$ cat src/rtl/crush_wb_pkg.sv
// ============================================================================
//  Module   : crush_wb_pkg
//  Purpose  : Shared Wishbone bus widths, master state encoding and helpers.
//  Revision : 1.0  initial release
// ============================================================================
`default_nettype none

package crush_wb_pkg;

   localparam int WB_ADR_W = 32;
   localparam int WB_DAT_W = 32;
   localparam int WB_SEL_W = 4;

   typedef enum logic [1:0] {
      IDLE    = 2'd0,
      ACTIVE  = 2'd1,
      BACKOFF = 2'd2
   } wb_master_state_t;

   // Bits needed to hold the values 0..n; never narrower than one bit.
   function automatic int cnt_width(input int n);
      return (n < 1) ? 1 : $clog2(n + 1);
   endfunction

endpackage

`default_nettype wire

$ cat src/rtl/wb_timeout_counter.sv
// ============================================================================
//  Module   : wb_timeout_counter
//  Purpose  : Per-attempt cycle counter; flags the last permitted cycle.
//  Revision : 1.0  initial release
// ============================================================================
`default_nettype none

module wb_timeout_counter
   import crush_wb_pkg::*;
#(
   parameter int TIMEOUT_CYCLES = 255
) (
   input  logic clk_i,
   input  logic rst_i,
   input  logic clear_i,
   input  logic enable_i,
   output logic expired_o
);

   localparam int                 c_CNT_W = cnt_width(TIMEOUT_CYCLES);
   localparam logic [c_CNT_W-1:0] c_LAST  = c_CNT_W'(TIMEOUT_CYCLES - 1);

   logic [c_CNT_W-1:0] r_cnt;

   // Holds at the terminal value so expired stays asserted until cleared.
   always_ff @(posedge clk_i) begin
      if (rst_i || clear_i) begin
         r_cnt <= '0;
      end else if (enable_i && (r_cnt != c_LAST)) begin
         r_cnt <= r_cnt + 1'b1;
      end
   end

   assign expired_o = (r_cnt == c_LAST);

endmodule

`default_nettype wire

$ cat src/rtl/wishbone_master.sv
// ============================================================================
//  Module   : wishbone_master
//  Purpose  : Single-outstanding Wishbone classic master with retry/timeout.
//  Revision : 1.0  initial release
// ============================================================================
`default_nettype none

module wishbone_master
   import crush_wb_pkg::*;
#(
   parameter int MAX_RETRIES    = 3,
   parameter int TIMEOUT_CYCLES = 255
) (
   input  logic                clk_i,
   input  logic                rst_i,
   input  logic                req_valid_i,
   output logic                req_ready_o,
   input  logic                req_we_i,
   input  logic [WB_ADR_W-1:0] req_adr_i,
   input  logic [WB_SEL_W-1:0] req_sel_i,
   input  logic [WB_DAT_W-1:0] req_dat_i,
   output logic                rsp_valid_o,
   output logic [WB_DAT_W-1:0] rsp_dat_o,
   output logic                rsp_err_o,
   output logic                cyc_o,
   output logic                stb_o,
   output logic [WB_ADR_W-1:0] adr_o,
   output logic [WB_SEL_W-1:0] sel_o,
   output logic [WB_DAT_W-1:0] dat_o,
   output logic                we_o,
   input  logic [WB_DAT_W-1:0] dat_i,
   input  logic                ack_i,
   input  logic                err_i,
   input  logic                rty_i
);

   localparam int                 c_RTY_W   = cnt_width(MAX_RETRIES);
   localparam logic [c_RTY_W-1:0] c_MAX_RTY = c_RTY_W'(MAX_RETRIES);

   wb_master_state_t    r_state,     w_state_nxt;
   logic                r_cyc,       w_cyc_nxt;
   logic                r_stb,       w_stb_nxt;
   logic [WB_ADR_W-1:0] r_adr,       w_adr_nxt;
   logic [WB_SEL_W-1:0] r_sel,       w_sel_nxt;
   logic [WB_DAT_W-1:0] r_dat,       w_dat_nxt;
   logic                r_we,        w_we_nxt;
   logic                r_rsp_valid, w_rsp_valid_nxt;
   logic                r_rsp_err,   w_rsp_err_nxt;
   logic [WB_DAT_W-1:0] r_rsp_dat,   w_rsp_dat_nxt;
   logic [c_RTY_W-1:0]  r_retry,     w_retry_nxt;

   logic w_tmo_clear;
   logic w_tmo_enable;
   logic w_tmo_expired;
   logic w_done;
   logic w_done_err;
   logic w_capture;

   wb_timeout_counter #(
      .TIMEOUT_CYCLES (TIMEOUT_CYCLES)
   ) u_timeout (
      .clk_i     (clk_i),
      .rst_i     (rst_i),
      .clear_i   (w_tmo_clear),
      .enable_i  (w_tmo_enable),
      .expired_o (w_tmo_expired)
   );

   always_comb begin
      w_state_nxt     = r_state;
      w_cyc_nxt       = r_cyc;
      w_stb_nxt       = r_stb;
      w_adr_nxt       = r_adr;
      w_sel_nxt       = r_sel;
      w_dat_nxt       = r_dat;
      w_we_nxt        = r_we;
      w_rsp_valid_nxt = 1'b0;
      w_rsp_err_nxt   = r_rsp_err;
      w_rsp_dat_nxt   = r_rsp_dat;
      w_retry_nxt     = r_retry;
      w_tmo_clear     = 1'b0;
      w_tmo_enable    = 1'b0;
      w_done          = 1'b0;
      w_done_err      = 1'b0;
      w_capture       = 1'b0;

      unique case (r_state)
         IDLE: begin
            if (req_valid_i) begin
               w_adr_nxt   = req_adr_i;
               w_sel_nxt   = req_sel_i;
               w_we_nxt    = req_we_i;
               w_dat_nxt   = req_we_i ? req_dat_i : '0;
               w_cyc_nxt   = 1'b1;
               w_stb_nxt   = 1'b1;
               w_retry_nxt = '0;
               w_tmo_clear = 1'b1;
               w_state_nxt = ACTIVE;
            end
         end
         ACTIVE: begin
            // Termination priority: ack, err, rty, then the attempt timeout.
            if (ack_i) begin
               w_done    = 1'b1;
               w_capture = ~r_we;
            end else if (err_i) begin
               w_done     = 1'b1;
               w_done_err = 1'b1;
            end else if (rty_i) begin
               if (r_retry < c_MAX_RTY) begin
                  w_cyc_nxt   = 1'b0;
                  w_stb_nxt   = 1'b0;
                  w_retry_nxt = r_retry + 1'b1;
                  w_state_nxt = BACKOFF;
               end else begin
                  w_done     = 1'b1;
                  w_done_err = 1'b1;
               end
            end else if (w_tmo_expired) begin
               w_done     = 1'b1;
               w_done_err = 1'b1;
            end else begin
               w_tmo_enable = 1'b1;
            end
         end
         BACKOFF: begin
            w_cyc_nxt   = 1'b1;
            w_stb_nxt   = 1'b1;
            w_tmo_clear = 1'b1;
            w_state_nxt = ACTIVE;
         end
         default: begin
            w_cyc_nxt   = 1'b0;
            w_stb_nxt   = 1'b0;
            w_state_nxt = IDLE;
         end
      endcase

      if (w_done) begin
         w_cyc_nxt       = 1'b0;
         w_stb_nxt       = 1'b0;
         w_state_nxt     = IDLE;
         w_rsp_valid_nxt = 1'b1;
         w_rsp_err_nxt   = w_done_err;
         if (w_capture) begin
            w_rsp_dat_nxt = dat_i;
         end
      end
   end

   always_ff @(posedge clk_i) begin
      if (rst_i) begin
         r_state     <= IDLE;
         r_cyc       <= 1'b0;
         r_stb       <= 1'b0;
         r_adr       <= '0;
         r_sel       <= '0;
         r_dat       <= '0;
         r_we        <= 1'b0;
         r_rsp_valid <= 1'b0;
         r_rsp_err   <= 1'b0;
         r_rsp_dat   <= '0;
         r_retry     <= '0;
      end else begin
         r_state     <= w_state_nxt;
         r_cyc       <= w_cyc_nxt;
         r_stb       <= w_stb_nxt;
         r_adr       <= w_adr_nxt;
         r_sel       <= w_sel_nxt;
         r_dat       <= w_dat_nxt;
         r_we        <= w_we_nxt;
         r_rsp_valid <= w_rsp_valid_nxt;
         r_rsp_err   <= w_rsp_err_nxt;
         r_rsp_dat   <= w_rsp_dat_nxt;
         r_retry     <= w_retry_nxt;
      end
   end

   assign req_ready_o = (r_state == IDLE);
   assign rsp_valid_o = r_rsp_valid;
   assign rsp_err_o   = r_rsp_err;
   assign rsp_dat_o   = r_rsp_dat;
   // stb is only ever set together with cyc, so gating keeps the invariant explicit.
   assign cyc_o       = r_cyc;
   assign stb_o       = r_stb & r_cyc;
   assign adr_o       = r_adr;
   assign sel_o       = r_sel;
   assign dat_o       = r_dat;
   assign we_o        = r_we;

endmodule

`default_nettype wire

$ cat config.mk
export PLATFORM = sky130hd
export DESIGN_NAME = wishbone_master
export DESIGN_NICKNAME = d
export VERILOG_FILES = /design/src/rtl/crush_wb_pkg.sv /design/src/rtl/wb_timeout_counter.sv /design/src/rtl/wishbone_master.sv
export SDC_FILE = /design/constraint.sdc
export NUM_CORES = 1
export LEC_CHECK = 0
export BUFFER_PORTS_ARGS = -buffer_cell sky130_fd_sc_hd__buf_2
export CAP_MARGIN = 0
export CORE_UTILIZATION = 40
export DETAILED_ROUTE_END_ITERATION = 8
export GPL_TIMING_DRIVEN = 0
export PLACE_DENSITY = 0.69
export SLEW_MARGIN = 15
export SYNTH_ARGS = -nofsm -noshare
export SYNTH_HDL_FRONTEND = slang
export SYNTH_SLANG_ARGS = --single-unit
export TNS_END_PERCENT = 10
$ cat constraint.sdc
create_clock -name clk_i -period 1.95 [get_ports clk_i]
set_clock_uncertainty 0.05 [all_clocks]
set_input_delay 0.0975 -clock clk_i [delete_from_list [all_inputs] [get_ports clk_i]]
set_output_delay 0.0975 -clock clk_i [all_outputs]
set_load 0.01 [all_outputs]
[Word level (Yosys, flattened, before mapping)]
Index checks and enable logic that the tools add are counted.
Cells by class
  add/sub/neg operators: 2
  magnitude comparators: 1
  equality and inequality tests: 9
  mux-type cells: 37
  bitwise logic cells: 1
  reductions and logical operators: 9
Operators by type and width (number)
  2-to-1 mux 32 bit: 1
  2-to-1 mux 1 bit: 22
  2-to-1 mux 2 bit: 10
  inequality test 2 bit (second input constant): 5
  adder 8 x 1 -> 8 bit (second input constant): 1
  == test 8 bit (second input constant): 1
  inequality test 8 bit (second input constant): 1
  one-hot mux 2 bit (3 select lines): 1
  AND reduction 6 bit: 1
  AND reduction 5 bit: 1
  one-hot mux 2 bit (2 select lines): 1
  AND reduction 2 bit: 2
  one-hot mux 1 bit (3 select lines): 1
  adder 2 x 1 -> 2 bit (second input constant): 1
  == test 2 x 1 -> 1 bit (second input constant): 1
  == test 2 bit (second input constant): 1
  zero test 2 bit: 1
  < comparator 2 bit (second input constant): 1
  one-hot mux 1 bit (2 select lines): 1
  nonzero test 2 bit: 1
  OR reduction 2 bit: 1
  logical AND 1 bit: 1
  logical OR 1 bit: 1
  NOT 1 bit: 1
Storage, ports and cells
  register bits: 116
  bits of input ports: 107
  output and inout bits: 106

[Logic depth before layout (Yosys ltp)]
  depth in word-level cells: 7
  gate-level depth with buffers: 8
  gate-level depth less buffers: 6

[Cells and area by module]
From an unflattened synthesis, not the netlist that was laid out.
Unflattened totals
  cell total of the unflattened synthesis: 532
  area, all modules: 4325.4 µm²
By module, submodules not included
  wishbone_master: instances 1, cells each 482, area each 3893.7 µm², sequential area each 2162.1 µm²
  wb_timeout_counter: instances 1, cells each 50, area each 431.7 µm², sequential area each 160.2 µm²

[Worst setup path after synthesis]
No wires, ideal clock.
  kind: reg2reg
  start point: reg r_retry[0]
  end point: reg r_retry[0]
  library setup time: 0.074 ns
  arrival time: 1.603 ns
  path slack: 0.223 ns
  stages on the path, launching flop included: 5
  path buffers: 0
  clock period less this slack: 1.727 ns
  cells stage by stage: dfxtp_1 -> ha_1 -> or3b_1 -> or4b_1 -> a31oi_1
On the way
  cells in the longest elaborated chain, start to end: 6
  elaborated cells between the ends (all ways): 9
  classes of those cells: add/sub: 1; order compare: 1; eq/ne: 1; mux: 5; reduce/logical: 1
RTL lines
  start, declared: line wishbone_master.sv:50  | logic [c_RTY_W-1:0] r_retry, w_retry_nxt;
  start signal, assigned: line wishbone_master.sv:175  | r_retry <= w_retry_nxt;
  adder 2 x 1 -> 2 bit: line wishbone_master.sv:113  | w_retry_nxt = r_retry + 1'b1;
  2-to-1 mux 2 bit: line wishbone_master.sv:110  | if (r_retry < c_MAX_RTY) begin
  2-to-1 mux 2 bit: line wishbone_master.sv:109  | end else if (rty_i) begin
  2-to-1 mux 2 bit: line wishbone_master.sv:106  | end else if (err_i) begin
  2-to-1 mux 2 bit: line wishbone_master.sv:103  | if (ack_i) begin
  one-hot mux 2 bit (2 select lines): line wishbone_master.sv:87  | unique case (r_state)
Several ways; a longest one is shown, not always the timed one. The select of a mux whose other input is x is not followed.
A chain may end at the register's enable or synchronous reset.

[Final worst setup path]
Same ends and word-level chain as after synthesis.

==> results.cfg <==
[pwr]
p_per_area_nw_per_um2 = 897
leakagePower_nw = 3.22
ir_drop_mv = 0.577
power_mw = 6.49

[cells_and_area]
diodes = 0
mostFrequentLayoutCells = 218 x buf_2, 177 x nand2_1, 116 x dfxtp_1
syn2layout_area_growth_pct = 67.3
nets = 983
stdcell_area_um2 = 7230
layout_commonest_cell = buf_2
fin_cells = 1021
drive_above_1_share_pct = 29.6

[clock_network]
htreeDepth = 4
post-cts-setup-buffers = 0
clk_pin_slew_ns = 0.06
clkSinkCount = 116
root_buffer = clkbuf_8
clk_latency_ns = 0.49
cts_buffers = 17
cts_buffer_depth = 2
cts_tree = built

[detailed_routing]
drt_iter0_drc = 402
drt_wl_total_um = 14400
via_per_inst = 4.96
ant_nets = 0
drc = 0
wl_per_cell_um = 14.1
num_vias = 5060
first_pass_iters = 4

[place]
place_inst = 884
place_area_um2 = 5540
numPortBuffers = 210
hpwl_um = 9210
gp_congestion = 0.806

[global_route]
grt_pass1_vias = 4925
track_usage_pct = 25.2
globalRoute.totalOverflow = 0
grt_use_met3_pct = 4.84
use_met1_pct = 29.1
grt_antenna_before_repair = 0
use_met2_pct = 45.5
grt_pass1_wl_um = 22700
grt_max_degree = 17
grt_busiest_layer = met2

[critical_path]
critPathMaxFanout = 6
critical_path_class = flop to flop
worstSetupEndpointType = flop
startpoint = r_retry[0]
crit_end = r_retry[0]
r2r-start = r_retry[0]
reg2reg_slack_ns = 0.08
timing.rr.end = r_retry[0]
worstPathArrival_ns = 2.25
r2r_cells = 4
start_kind = flop
required_ns = 2.32

[hold_path]
hold_start = dat_i[6]
holdPathStages = 4
holdCritPathClass = input pin to flop

[run]
cap_violations = 0

[status]
status = finished clean

[die]
num_rows = 37
initial_core_util_pct = 41.5
die_h_um = 106
io_pins = 213
die_w_um = 106
die_area_um2 = 11200
core_area_um2 = 10400

[sta]
finalSetupViolCount = 0
rsz0062_at_grt = true
slew_violations = 0
fmax_ghz = 0.534
relSlewSlack_pct = 62.7
tightest_slew_ns = 0.559
finalHoldViolations = 0
min_period_ns = 1.87
finalCritPeriodShare_pct = 96.0

[yosys]
syn_avg_cell_area_um2 = 8.04
synth_area_leader_cell = dfxtp_1
synth_area_um2 = 4320
synth_cells = 538
synth.yosys.seq_area_share_pct = 53.7
synth_top_area_share_pct = 53.7
synthDistinctLibCells = 42
ys_top_cells_by_area = dfxtp_1 54%, nand2_1 15%, a21oi_1 12%
syn_nets = 648
synth_seq_cells = 116
synth-warning-count = 0
-- synth_stat cells --
library cell,n
or2_1,1
o31ai_1,2
nand2b_1,1
buf_6,1
nand2_1,177
inv_1,3
clkbuf_2,1
nand2_2,1
or4_1,3
buf_2,9
nand3_1,36
nor4b_4,1
a211o_1,1
ha_1,3
buf_4,1
o211ai_1,2
or3_1,4
o211a_4,1
nand3b_1,1
a21oi_1,106
mux2i_1,2
o21ba_2,1
a31oi_1,3
nor3_1,1
and2b_1,1
o21ai_0,5
or4b_1,1
dfxtp_1,116
nand4_1,2
a211oi_1,2
nor2_1,10
and2_0,1
nor3b_2,1
nor4b_1,1
or3b_1,2
o2111ai_1,1
buf_1,4
nor4_1,1
and2_1,1
clkbuf_1,25
xnor2_1,1
a311oi_1,1
-- flip-flops by register name (all words and copies together), names as in the netlist --
register	flops
r_state	2
we_o	1
rsp_err_o	1
adr_o	32
sel_o	4
rsp_valid_o	1
u_timeout.r_cnt	8
r_retry	2
dat_o	32
rsp_dat_o	32
r_stb	1
-- worst min path at each step --
stage / endpoint / slack, ns
floorplan: adr_o[0] / 0.18
global placement: rsp_dat_o[22] / 0.29
detailed placement: rsp_dat_o[29] / 0.29
CTS: rsp_dat_o[11] / 0.30
global route: rsp_dat_o[3] / 0.34
finish: rsp_dat_o[6] / 0.34
-- power breakdown --
part,internal (mW),switching [mW]
Sequential,2.47,0.0524
Clock,2.10,1.09
Combinational,0.386,0.395
Total,4.96,1.53
-- routing by layer --
layer,routed length [um],up-vias
met1,5970,2342
met5,0,-
li1,-,2476
met2,7190,215
met4,230,0
met3,988,27
-- layout make-up --
class | instances | area [um^2]
clock inverter | 13 | 184
fill | 794 | 3180
clock buffer | 18 | 428
multi-input combinational | 378 | 1820
sequential | 116 | 2320
buffer | 41 | 183
inverter | 3 | 11.3
timing repair buffer | 316 | 2110
tap | 136 | 170
-- what timing repair did --
action | CTS | global route
endpoints found under the setup margin | 0 | 40
hold buffers | 106 | 0
endpoints found under the hold margin | 111 | 0
resized for setup | 0 | 7
-- kinds of logic (layout without fill, tap and decap cells) --
family	Yosys count	in the layout	synth area share (%)
simple gates	247	247	24.8
flops	116	116	53.7
fa+ha+maj	3	3	0.868
buf+inv	44	391	4.37
xor+xnor	1	1	0.203
compound gates	125	125	15.6
mux	2	2	0.463
-- through the flow --
stage / setup WS [ns] / setup TNS [ns] / hold WS [ns] / util, %
2_1_floorplan: 0.223 / 0 / 0.183 / -
3_3_place_gp: 0.128 / 0 / 0.289 / 53.2
3_5_place_dp: 0.0980 / 0 / 0.294 / 53.2
4_1_cts: 0.0694 / 0 / 0.303 / 69.3
5_1_grt: -0.0621 / -0.310 / 0.340 / 69.4
6_report: 0.0777 / 0 / 0.335 / 69.4
-- critical path, cell delays in order (launching register included) --
cell and delay [ns]:
dfxtp_1 0.33, ha_1 0.23, or3b_1 0.48, or4b_1 0.54, a31oi_1 0.16
Note: power is estimated with default switching activity, not from simulation.
